===== config.mk =====
export PLATFORM = sky130hd
export DESIGN_NAME = instr_fetch_stage
export DESIGN_NICKNAME = d
export VERILOG_FILES = /design/src/rtl/instr_fetch_stage.sv
export SDC_FILE = /design/constraint.sdc
export NUM_CORES = 1
export LEC_CHECK = 0
export ABC_CLOCK_PERIOD_IN_PS = 2300
export CAP_MARGIN = 20
export CORE_MARGIN = 4
export CORE_UTILIZATION = 35
export DETAILED_ROUTE_END_ITERATION = 10
export PLACE_DENSITY = 0.83
export RECOVER_POWER = 25
export SLEW_MARGIN = 20
export SYNTH_ARGS = -nofsm -noshare
export SYNTH_HDL_FRONTEND = slang
export SYNTH_SLANG_ARGS = --single-unit

===== constraint.sdc =====
create_clock -name clk -period 2.3 [get_ports clk]
set_input_delay 0.46 -clock clk [delete_from_list [all_inputs] [get_ports clk]]
set_output_delay 0.46 -clock clk [all_outputs]
set_load 0.02 [all_outputs]

===== src/rtl/instr_fetch_stage.sv =====
// instr_fetch_stage
// Instruction fetch stage: captures the next pstate pair from the address
// stage, issues one instruction-cache request per aligned address, and holds
// the fetched word (or a trap code) for the operand-fetch stage.
//
// Ports
//   clk, rst                     clock, synchronous active-high reset
//   inPstate0, inPstate1         next segment/status word and instruction offset
//   inStall                      downstream cannot consume this cycle
//   inFlush                      discard in-flight fetch (redirect)
//   outAdrReady                  combinational: pstate captured at this edge
//   outIcReq/outIcSeg/outIcOfs   instruction cache request
//   inIcAck/inIcErr/inIcData     instruction cache response
//   outFdValid                   fetched instruction/pstate valid downstream
//   outFdPstate0/outFdPstate1    pstate of the fetched instruction
//   outFdInstr                   fetched word, 0 when a trap code is set
//   outFdTrap                    0 none, 1 cache error, 2 misaligned, 3 timeout
module instr_fetch_stage #(
    parameter int unsigned WORD_LENGTH   = 32,
    parameter int unsigned FETCH_TIMEOUT = 255
) (
    input  logic                   clk,
    input  logic                   rst,
    input  logic [WORD_LENGTH-1:0] inPstate0,
    input  logic [WORD_LENGTH-1:0] inPstate1,
    input  logic                   inStall,
    input  logic                   inFlush,
    output logic                   outAdrReady,
    output logic                   outIcReq,
    output logic [15:0]            outIcSeg,
    output logic [WORD_LENGTH-1:0] outIcOfs,
    input  logic                   inIcAck,
    input  logic                   inIcErr,
    input  logic [WORD_LENGTH-1:0] inIcData,
    output logic                   outFdValid,
    output logic [WORD_LENGTH-1:0] outFdPstate0,
    output logic [WORD_LENGTH-1:0] outFdPstate1,
    output logic [WORD_LENGTH-1:0] outFdInstr,
    output logic [1:0]             outFdTrap
);

    localparam int unsigned CNT_W = 8;

    localparam logic [1:0] IDLE  = 2'd0;
    localparam logic [1:0] FETCH = 2'd1;
    localparam logic [1:0] VALID = 2'd2;

    localparam logic [1:0] TRAP_NONE    = 2'd0;
    localparam logic [1:0] TRAP_CACHE   = 2'd1;
    localparam logic [1:0] TRAP_ALIGN   = 2'd2;
    localparam logic [1:0] TRAP_TIMEOUT = 2'd3;

    localparam logic [CNT_W-1:0] TIMEOUT_CNT = CNT_W'(FETCH_TIMEOUT);

    logic [1:0]             state_q,   state_d;
    logic [CNT_W-1:0]       cnt_q,     cnt_d;
    logic [WORD_LENGTH-1:0] pstate0_q, pstate0_d;
    logic [WORD_LENGTH-1:0] pstate1_q, pstate1_d;
    logic [WORD_LENGTH-1:0] instr_q,   instr_d;
    logic [1:0]             trap_q,    trap_d;
    logic                   adr_ready;

    // Address handshake: open in IDLE, or in VALID when the word is consumed.
    always_comb begin
        adr_ready = 1'b0;
        if (!rst && !inFlush) begin
            adr_ready = (state_q == IDLE) || ((state_q == VALID) && !inStall);
        end
    end

    // Next-state and datapath update.
    always_comb begin
        state_d   = state_q;
        cnt_d     = cnt_q;
        pstate0_d = pstate0_q;
        pstate1_d = pstate1_q;
        instr_d   = instr_q;
        trap_d    = trap_q;

        if (inFlush) begin
            // Redirect wins over any response or timeout this cycle.
            state_d = IDLE;
        end else if (adr_ready) begin
            pstate0_d = inPstate0;
            pstate1_d = inPstate1;
            cnt_d     = '0;
            instr_d   = '0;
            if (inPstate1[1:0] != 2'b00) begin
                // Misaligned offset never reaches the cache.
                state_d = VALID;
                trap_d  = TRAP_ALIGN;
            end else begin
                state_d = FETCH;
                trap_d  = TRAP_NONE;
            end
        end else if (state_q == FETCH) begin
            if (inIcAck) begin
                state_d = VALID;
                if (inIcErr) begin
                    instr_d = '0;
                    trap_d  = TRAP_CACHE;
                end else begin
                    instr_d = inIcData;
                    trap_d  = TRAP_NONE;
                end
            end else if (cnt_q == TIMEOUT_CNT) begin
                state_d = VALID;
                instr_d = '0;
                trap_d  = TRAP_TIMEOUT;
            end else begin
                cnt_d = cnt_q + CNT_W'(1);
            end
        end else if (state_q != IDLE && state_q != VALID) begin
            // Unused encoding recovers to IDLE.
            state_d = IDLE;
        end
    end

    // State and datapath registers.
    always_ff @(posedge clk) begin
        if (rst) begin
            state_q   <= IDLE;
            cnt_q     <= '0;
            pstate0_q <= '0;
            pstate1_q <= '0;
            instr_q   <= '0;
            trap_q    <= TRAP_NONE;
        end else begin
            state_q   <= state_d;
            cnt_q     <= cnt_d;
            pstate0_q <= pstate0_d;
            pstate1_q <= pstate1_d;
            instr_q   <= instr_d;
            trap_q    <= trap_d;
        end
    end

    assign outAdrReady  = adr_ready;
    assign outIcReq     = (state_q == FETCH);
    assign outIcSeg     = pstate0_q[15:0];
    assign outIcOfs     = pstate1_q;
    assign outFdValid   = (state_q == VALID);
    assign outFdPstate0 = pstate0_q;
    assign outFdPstate1 = pstate1_q;
    assign outFdInstr   = instr_q;
    assign outFdTrap    = trap_q;

endmodule


After elaboration in Yosys (flattened, before gate mapping)
Cells that the tools add are included.

cells by class
  bitwise gates (word level) = 1
  equal/unequal tests = 7
  reductions and logical operators = 18
  multiplexer cells = 22
  add/subtract/negate cells = 1

operators with widths
  operator             count
  $mux 32              5
  $mux 8               4
  $mux 2               11
  $add 8x1->8 const B  1
  $eq 8x8->1 const B   1
  $ne 2x2->1 const B   3
  $reduce_bool 2->1    3
  $reduce_bool 3->1    2
  $ne 4x2->1 const B   1
  $reduce_and 2->1     2
  $reduce_and 4->1     1
  $logic_and 1x1->1    3
  $logic_not 1->1      3
  $reduce_and 3->1     1
  $eq 2x1->1 const B   1
  $eq 2x2->1 const B   1
  $logic_not 2->1      1
  $mux 1               2
  $reduce_or 2->1      1
  $logic_or 1x1->1     1
  $not 1->1            1

storage, ports and cells
  input port bits = 102
  output and inout port bits = 149
  logic and storage cells = 55
  bits in registers = 108

Longest topological paths before layout
Gate-level depths: netlist (run 1).

  word-level depth = 6
  mapped depth = 9
  gate-level depth less buffers = 6

Least setup slack after synthesis (run 1)
No wires, ideal clock.

  path type = input to output
  start point = input inFlush
  end point = output outAdrReady
  stages = 5
  slack = 0.677 ns
  required time = 1.840 ns
  buffers on the path = 2
  arrival = 1.163 ns
  path through = buf_2 -> nor2_2 -> nand2_2 -> inv_4 -> buf_2

between the ends
  word-level cells in the longest chain between the ends = 3

RTL lines
  item                line  RTL
  start: declaration  27    input logic inFlush,
  $logic_not 1->1     66    if (!rst && !inFlush) begin
  $logic_and 1x1->1   66
  $mux 1              66
  end: declaration    28    output logic outAdrReady,

Every way passes these cells.

Worst setup path after layout (run 1)
  start point = register state_q[1]
  end point = output outIcReq

between the ends
  word-level cells in the longest chain between the ends = 1

RTL lines
  item                      line  RTL
  start: declaration        55    logic [1:0] state_q, state_d;
  start signal: assignment  129   state_q <= state_d;
  $eq 2x1->1                139   assign outIcReq = (state_q == FETCH);
  end: declaration          29    output logic outIcReq,

Every way passes these cells.

==> results of run 1 <==
-- state kept, by name (all words and copies together), names as in the netlist --
register and count:
cnt_q 8, outFdPstate1 32, state_q 2, outFdTrap 2, outFdInstr 32, outFdPstate0 32
-- cell usage after synthesis, drive strengths merged, types with 2 or more instances --
cell	number	area [um^2]
nor2	7	52.55
inv	5	21.27
a211o	2	17.52
mux2i	34	352.8
nor3b	3	22.52
nor3	9	61.31
buf	77	594.3
nand4	3	18.77
o21ai	5	25.02
and4	2	18.77
and3	3	18.77
nand2b	2	15.02
a21oi	71	374.1
nand3	4	20.02
clkbuf	6	22.52
dfxtp	108	2162
nand2	199	749.5
-- area by class of cell --
class	count	area (um^2)
multi-input cells	363	1896
fillers	1188	5899
inverters	5	21.27
flip-flops and latches	108	2162
well taps	176	220.2
clock buffers	10	229.0
repair buffers	267	2674
clock inverters	6	88.84
-- timing repair --
item / in CTS / in global routing
hold endpoints to repair: 0 / 0
endpoints found under the setup margin: 1 / 0
gates resized for setup: 1 / 0
-- power by group through the flow --
stage	sequential (mW)	combinational [mW]	clock, mW
2_1_floorplan	2.07	0.289	0
3_5_place_dp	2.01	0.713	0
3_3_place_gp	2.00	0.707	0
4_1_cts	1.96	0.714	1.71
5_1_grt	1.97	0.748	1.78
6_report	1.96	0.698	1.66
-- worst max-delay path, cell delays in order (launching register included) --
cell	delay, ns
dfxtp_1	0.35
and2b_1	0.30
clkdlybuf4s50_1	0.66
-- final timing paths --
| path | startpoint | to | slack [ns] | cells after the start |
|---|---|---|---|---|
| max | state_q[1]$_SDFFE_PP0P_ | outIcReq | 0.20 | 2 |
| min | outFdPstate0[26]$_SDFFE_PP0P_ | outFdPstate0[26]$_SDFFE_PP0P_ | 0.45 | 2 |
| max reg2reg | cnt_q[0]$_SDFFE_PP0P_ | outFdInstr[9]$_SDFFE_PP0P_ | 0.33 | 6 |
| min reg2reg | outFdPstate0[26]$_SDFFE_PP0P_ | outFdPstate0[26]$_SDFFE_PP0P_ | 0.45 | 2 |
-- through the flow --
step | setup TNS (ns) | instance area, um^2 | utilization, %
2_1_floorplan | 0 | 4713 | -
3_3_place_gp | -0.009112 | 6992 | 53.01
3_5_place_dp | -0.02211 | 6992 | 53.01
4_1_cts | 0 | 7308 | 55.41
5_1_grt | 0 | 7291 | 55.27
6_report | 0 | 7291 | 55.27
-- layer usage --
| metal | part of all wire [%] | track usage [%] |
|---|---|---|
| met2 | 48 | 29.05 |
| met5 | 0 | 0 |
| met4 | 1.1 | 5.407 |
| met1 | 39 | 20.01 |
| met3 | 11 | 6.585 |
-- logic make-up after synthesis --
family | count (synthesis) | synth area share [%]
mux | 34 | 7.486
buf+inv | 88 | 13.54
compound gates | 92 | 11.47
fa+ha+maj | 1 | 0.2654
simple gates | 236 | 21.37
flops | 108 | 45.87
==> reports/results.txt, run 1 <==
Clock root buffer - clkbuf_16
Final setup fails - 0
Setup Skew - 0.01130 ns
Peak VDD IR - 295.6 uV
Lkg Pwr - 2.667 nW
Routability cong. - 0.8831
Most frequent cells in the layout - clkdlybuf4s50_1 (209), nand2_1 (199), dfxtp_1 (108)
P per Cell Area - 591.9 nW/um^2
Worst-Margin Slew - 0.7496 ns
Comb pwr share - 16.2%
Initial DRC count - 193
Fin. max-slew vios - 0
Die H - 124.0 um
Inserted Clock Buffers - 9
Hold buffers post-CTS - 0
Starting Density - 35.73%
Vias per cell - 4.730
Critical Path AT - 1.64 ns
Total core area - 13190 um^2
Gr usage total - 17.15%
Min-Delay Path Class - reg2reg
Max frequency - 476.5 MHz
Seq cells post-synth - 108
RSZ-0062 raised after global routing - false
Area Overhead vs Synth - 54.69%
Asr flop ratio synth - 0%
Remaining global-route overflow - 0
CTS tree - built
Post-CTS setup buffer count - 0
First-pass GRT wire length - 20.81 mm
Clock Sinks - 108
Period minus WS final - 2.099 ns
Hold Worst Slack - 0.4502 ns
Int Power - 3.243 mW
Port Buffers - 250
Switching power total - 1.073 mW
Via count - 4423
DRC violations left - 0
Vias in the first global route - 4130
Status - completed
Final setup margin - 0.2014 ns
Nets@finish - 857
Clock share of power - 38.4%
Initial antenna violation count - 0
Syn nets - 662
Count of cell types in the netlist - 52
Sw Ratio - 24.86%
Synth Instances - 559
Placed insts - 919
Share of cells above drive strength 1 - 6.061%
Pin count of the biggest net entering global routing - 66
Final hold violations - 0
Post-DP HPWL - 10.48 mm
Dpl ws - -0.02211 ns
Period utilisation layout - 91.24%
Total Power - 4.316 mW
Post-synthesis cell area - 4713 um^2
# diodes - 0
Crit. End Element - primary output
Routed WL - 13.88 mm
Antenna-violating nets left - 0
I/O pins - 251
Seq/Total Area, Yosys - 45.87%
Number of synthesized flops with an enable pin - 0
Cell Rows - 42
1st-pass router iterations - 5
Clk pin slew, worst setup/hold paths - 0.07 ns
Worst setup SP type - register
Worst-Skew Late Latency - 0.35 ns
Synthesis Warnings - 0
Reg power frac - 45.5%
Average wire per cell in the routed design - 14.85 um
Worst Setup Path Type - reg2out
Synthesized area per cell - 8.432 um^2
Worst-path fanout max - 5
Commonest non-fill, non-tap cell in the layout - clkdlybuf4s50_1
Die area - 15390 um^2
Worst path required time - 1.84 ns
H-tree levels - 3
Ys flop type - dfxtp_1
Non-Filler Instances - 935
Number of max-cap violations - 0
Clk buf depth - 2
Die W - 124.0 um
Max-slew headroom at the worst pin - 50.03%
Note: power is estimated with default switching activity, not from simulation.
==> inputs of run 2 (changes only) <==
--- a/config.mk
+++ b/config.mk
@@ -7,12 +7,12 @@
 export LEC_CHECK = 0
 export ABC_CLOCK_PERIOD_IN_PS = 2300
 export CAP_MARGIN = 20
+export CORE_ASPECT_RATIO = 1.25
 export CORE_MARGIN = 4
 export CORE_UTILIZATION = 35
 export DETAILED_ROUTE_END_ITERATION = 10
 export PLACE_DENSITY = 0.83
 export RECOVER_POWER = 25
-export SLEW_MARGIN = 20
 export SYNTH_ARGS = -nofsm -noshare
 export SYNTH_HDL_FRONTEND = slang
 export SYNTH_SLANG_ARGS = --single-unit
==> run 2 against run 1 <==
Clock skew down 0.0039 ns. Largest cell class unchanged. Total power is 4.4% lower. Non-clock buffer count down 2. Register-to-register slack worse by 0.06 ns. Die area about the same. Largest power group unchanged. Highest routed layer unchanged.
==> reports/results.txt, run 2 (synthesis results as in run 1) <==
Status - completed
Die area - 15400 um^2 (about the same)
Worst-Margin Slew - 0.6849 ns (-0.06476 ns)
Final hold violations - 0 (unchanged)
Antenna-violating nets left - 0 (unchanged)
Crit. End Element - primary output
Clk pin slew, worst setup/hold paths - 0.07 ns (about the same)
Fin. max-slew vios - 0 (unchanged)
Routability cong. - 0.8424 (-4.6%)
Average wire per cell in the routed design - 14.97 um (+0.81%)
Die W - 111.8 um (-9.9%)
Inserted Clock Buffers - 9 (unchanged)
Most frequent cells in the layout - clkdlybuf4s50_1 (223), nand2_1 (199), dfxtp_1 (108)
Worst-Skew Late Latency - 0.34 ns (about the same)
Clock Sinks - 108 (unchanged)
Placed insts - 912 (-0.76%)
I/O pins - 251 (unchanged)
Setup Skew - 0.007395 ns (-0.003909 ns)
Worst setup SP type - input port
Min-Delay Path Class - reg2reg
Port Buffers - 250 (unchanged)
Peak VDD IR - 341.0 uV (+15%)
Cell Rows - 47 (+12%)
Critical path origin - inStall
FILL cells - 1202 (+1.2%)
Worst R2R Start - cnt_q[0]$_SDFFE_PP0P_
Clk buf depth - 2 (unchanged)
P per Cell Area - 571.1 nW/um^2 (-3.5%)
First-pass GRT wire length - 21.27 mm (+2.2%)
Vias per cell - 4.726 (about the same)
Total Power - 4.124 mW (-4.4%)
Worst path required time - 1.84 ns (about the same)
Dpl cell area - 6968 um^2 (-0.34%)
Starting Density - 35.62% (-0.11 points)
Remaining global-route overflow - 0 (unchanged)
Die H - 137.7 um (+11%)
Period minus WS final - 2.183 ns (+0.08414 ns)
Period utilisation layout - 94.90% (+3.7 points)
Initial DRC count - 282 (+46%)
Post-CTS setup buffer count - 0 (unchanged)
H-tree levels - 3 (unchanged)
Non-Filler Instances - 928 (-0.75%)
DRC violations left - 0 (unchanged)
Max-slew headroom at the worst pin - 54.34% (+4.3 points)
Number of max-cap violations - 0 (unchanged)
Setup TNS - 0 ns (unchanged)
Worst Setup Path Type - in2out
Via count - 4386 (-0.84%)
Core Util, Final - 54.57% (-0.70 points)
Post-CTS resize count - 0 (-1)
Worst-path fanout max - 11 (+6)
Area Overhead vs Synth - 53.20%
Nets@finish - 855 (-0.23%)
RSZ-0062 raised after global routing - false
Hold buffers post-CTS - 0 (unchanged)
Vias in the first global route - 4095 (-0.85%)
Initial antenna violation count - 0 (unchanged)
Commonest non-fill, non-tap cell in the layout - clkdlybuf4s50_1
Critical Path AT - 1.72 ns (+0.08 ns)
Max frequency - 458.1 MHz (-3.9%)
Clock root buffer - clkbuf_16
Fin area - 7221 um^2 (-0.96%)
Routed WL - 13.89 mm (about the same)
CTS tree - built
Lkg Pwr - 2.589 nW (-2.9%)
Gr usage total - 17.10% (-0.051 points)
Post-DP HPWL - 10.41 mm (-0.67%)
1st-pass router iterations - 6 (+1)
Pin count of the biggest net entering global routing - 66 (unchanged)
Min-Delay Startpoint - outFdPstate0[29]$_SDFFE_PP0P_
Total core area - 13230 um^2 (+0.31%)
# diodes - 0 (unchanged)
Final setup fails - 0 (unchanged)
Share of cells above drive strength 1 - 5.812% (-0.25 points)
-- run 2: cell types whose count changed in the layout (fill, tap and decap cells not counted), sizes merged, moves of 2 or more --
cell | before | now
buf | 17 | 15
bufinv | 2 | 0
clkdlybuf4s50 | 209 | 223
dlygate4sd3 | 39 | 25
inv | 5 | 7
-- run 2: routing by layer --
layer | track usage, % | wire length [um] | up-vias
met3 | 5.536 | 1316 | 12
met5 | 0 | 0 | -
met2 | 30.30 | 6942 | 191
met4 | 4.868 | 159 | 0
li1 | - | - | 2170
met1 | 19.80 | 5472 | 2013
-- run 2: critical path: stages --
cell	delay [ns]
dlygate4sd3_1	0.58
a21oi_1	0.19
nand2_1	0.16
inv_4	0.19
buf_12	0.14
-- run 2: power by group --
part | leakage (nW) | internal (mW) | total, mW | switching (mW)
clock | 0.133 | 0.746 | 1.46 | 0.713
sequential | 0.877 | 1.92 | 1.96 | 0.0389
combinational | 1.58 | 0.366 | 0.702 | 0.336
-- run 2: final cells by class --
type                       count  area [um^2]  area share [%]
clock inverter                 6        47.55          0.6585
multi-input combinational    363         1896           26.25
clock buffer                  10        229.0           3.171
timing repair buffer         265         2651           36.72
sequential                   108         2162           29.94
inverter                       5        21.27          0.2946
tap                          171        214.0           2.963
-- run 2: path summary, 6_finish.rpt --
path,endpoint,slack (ns),depth (start not counted)
max,outAdrReady,0.12,5
min,outFdPstate0[29]$_SDFFE_PP0P_,0.45,2
max reg2reg,outFdInstr[4]$_SDFFE_PP0P_,0.27,6
min reg2reg,outFdPstate0[29]$_SDFFE_PP0P_,0.45,2
-- run 2: through the flow --
stage	setup WS (ns)	hold slack, ns
final	0.1173	0.4540
after global routing	0.05968	0.4677
after CTS	0.1840	0.4590
after detailed placement	0.1359	0.4488
after global placement	0.1794	0.4404
after floorplan	0.6767	0.4615
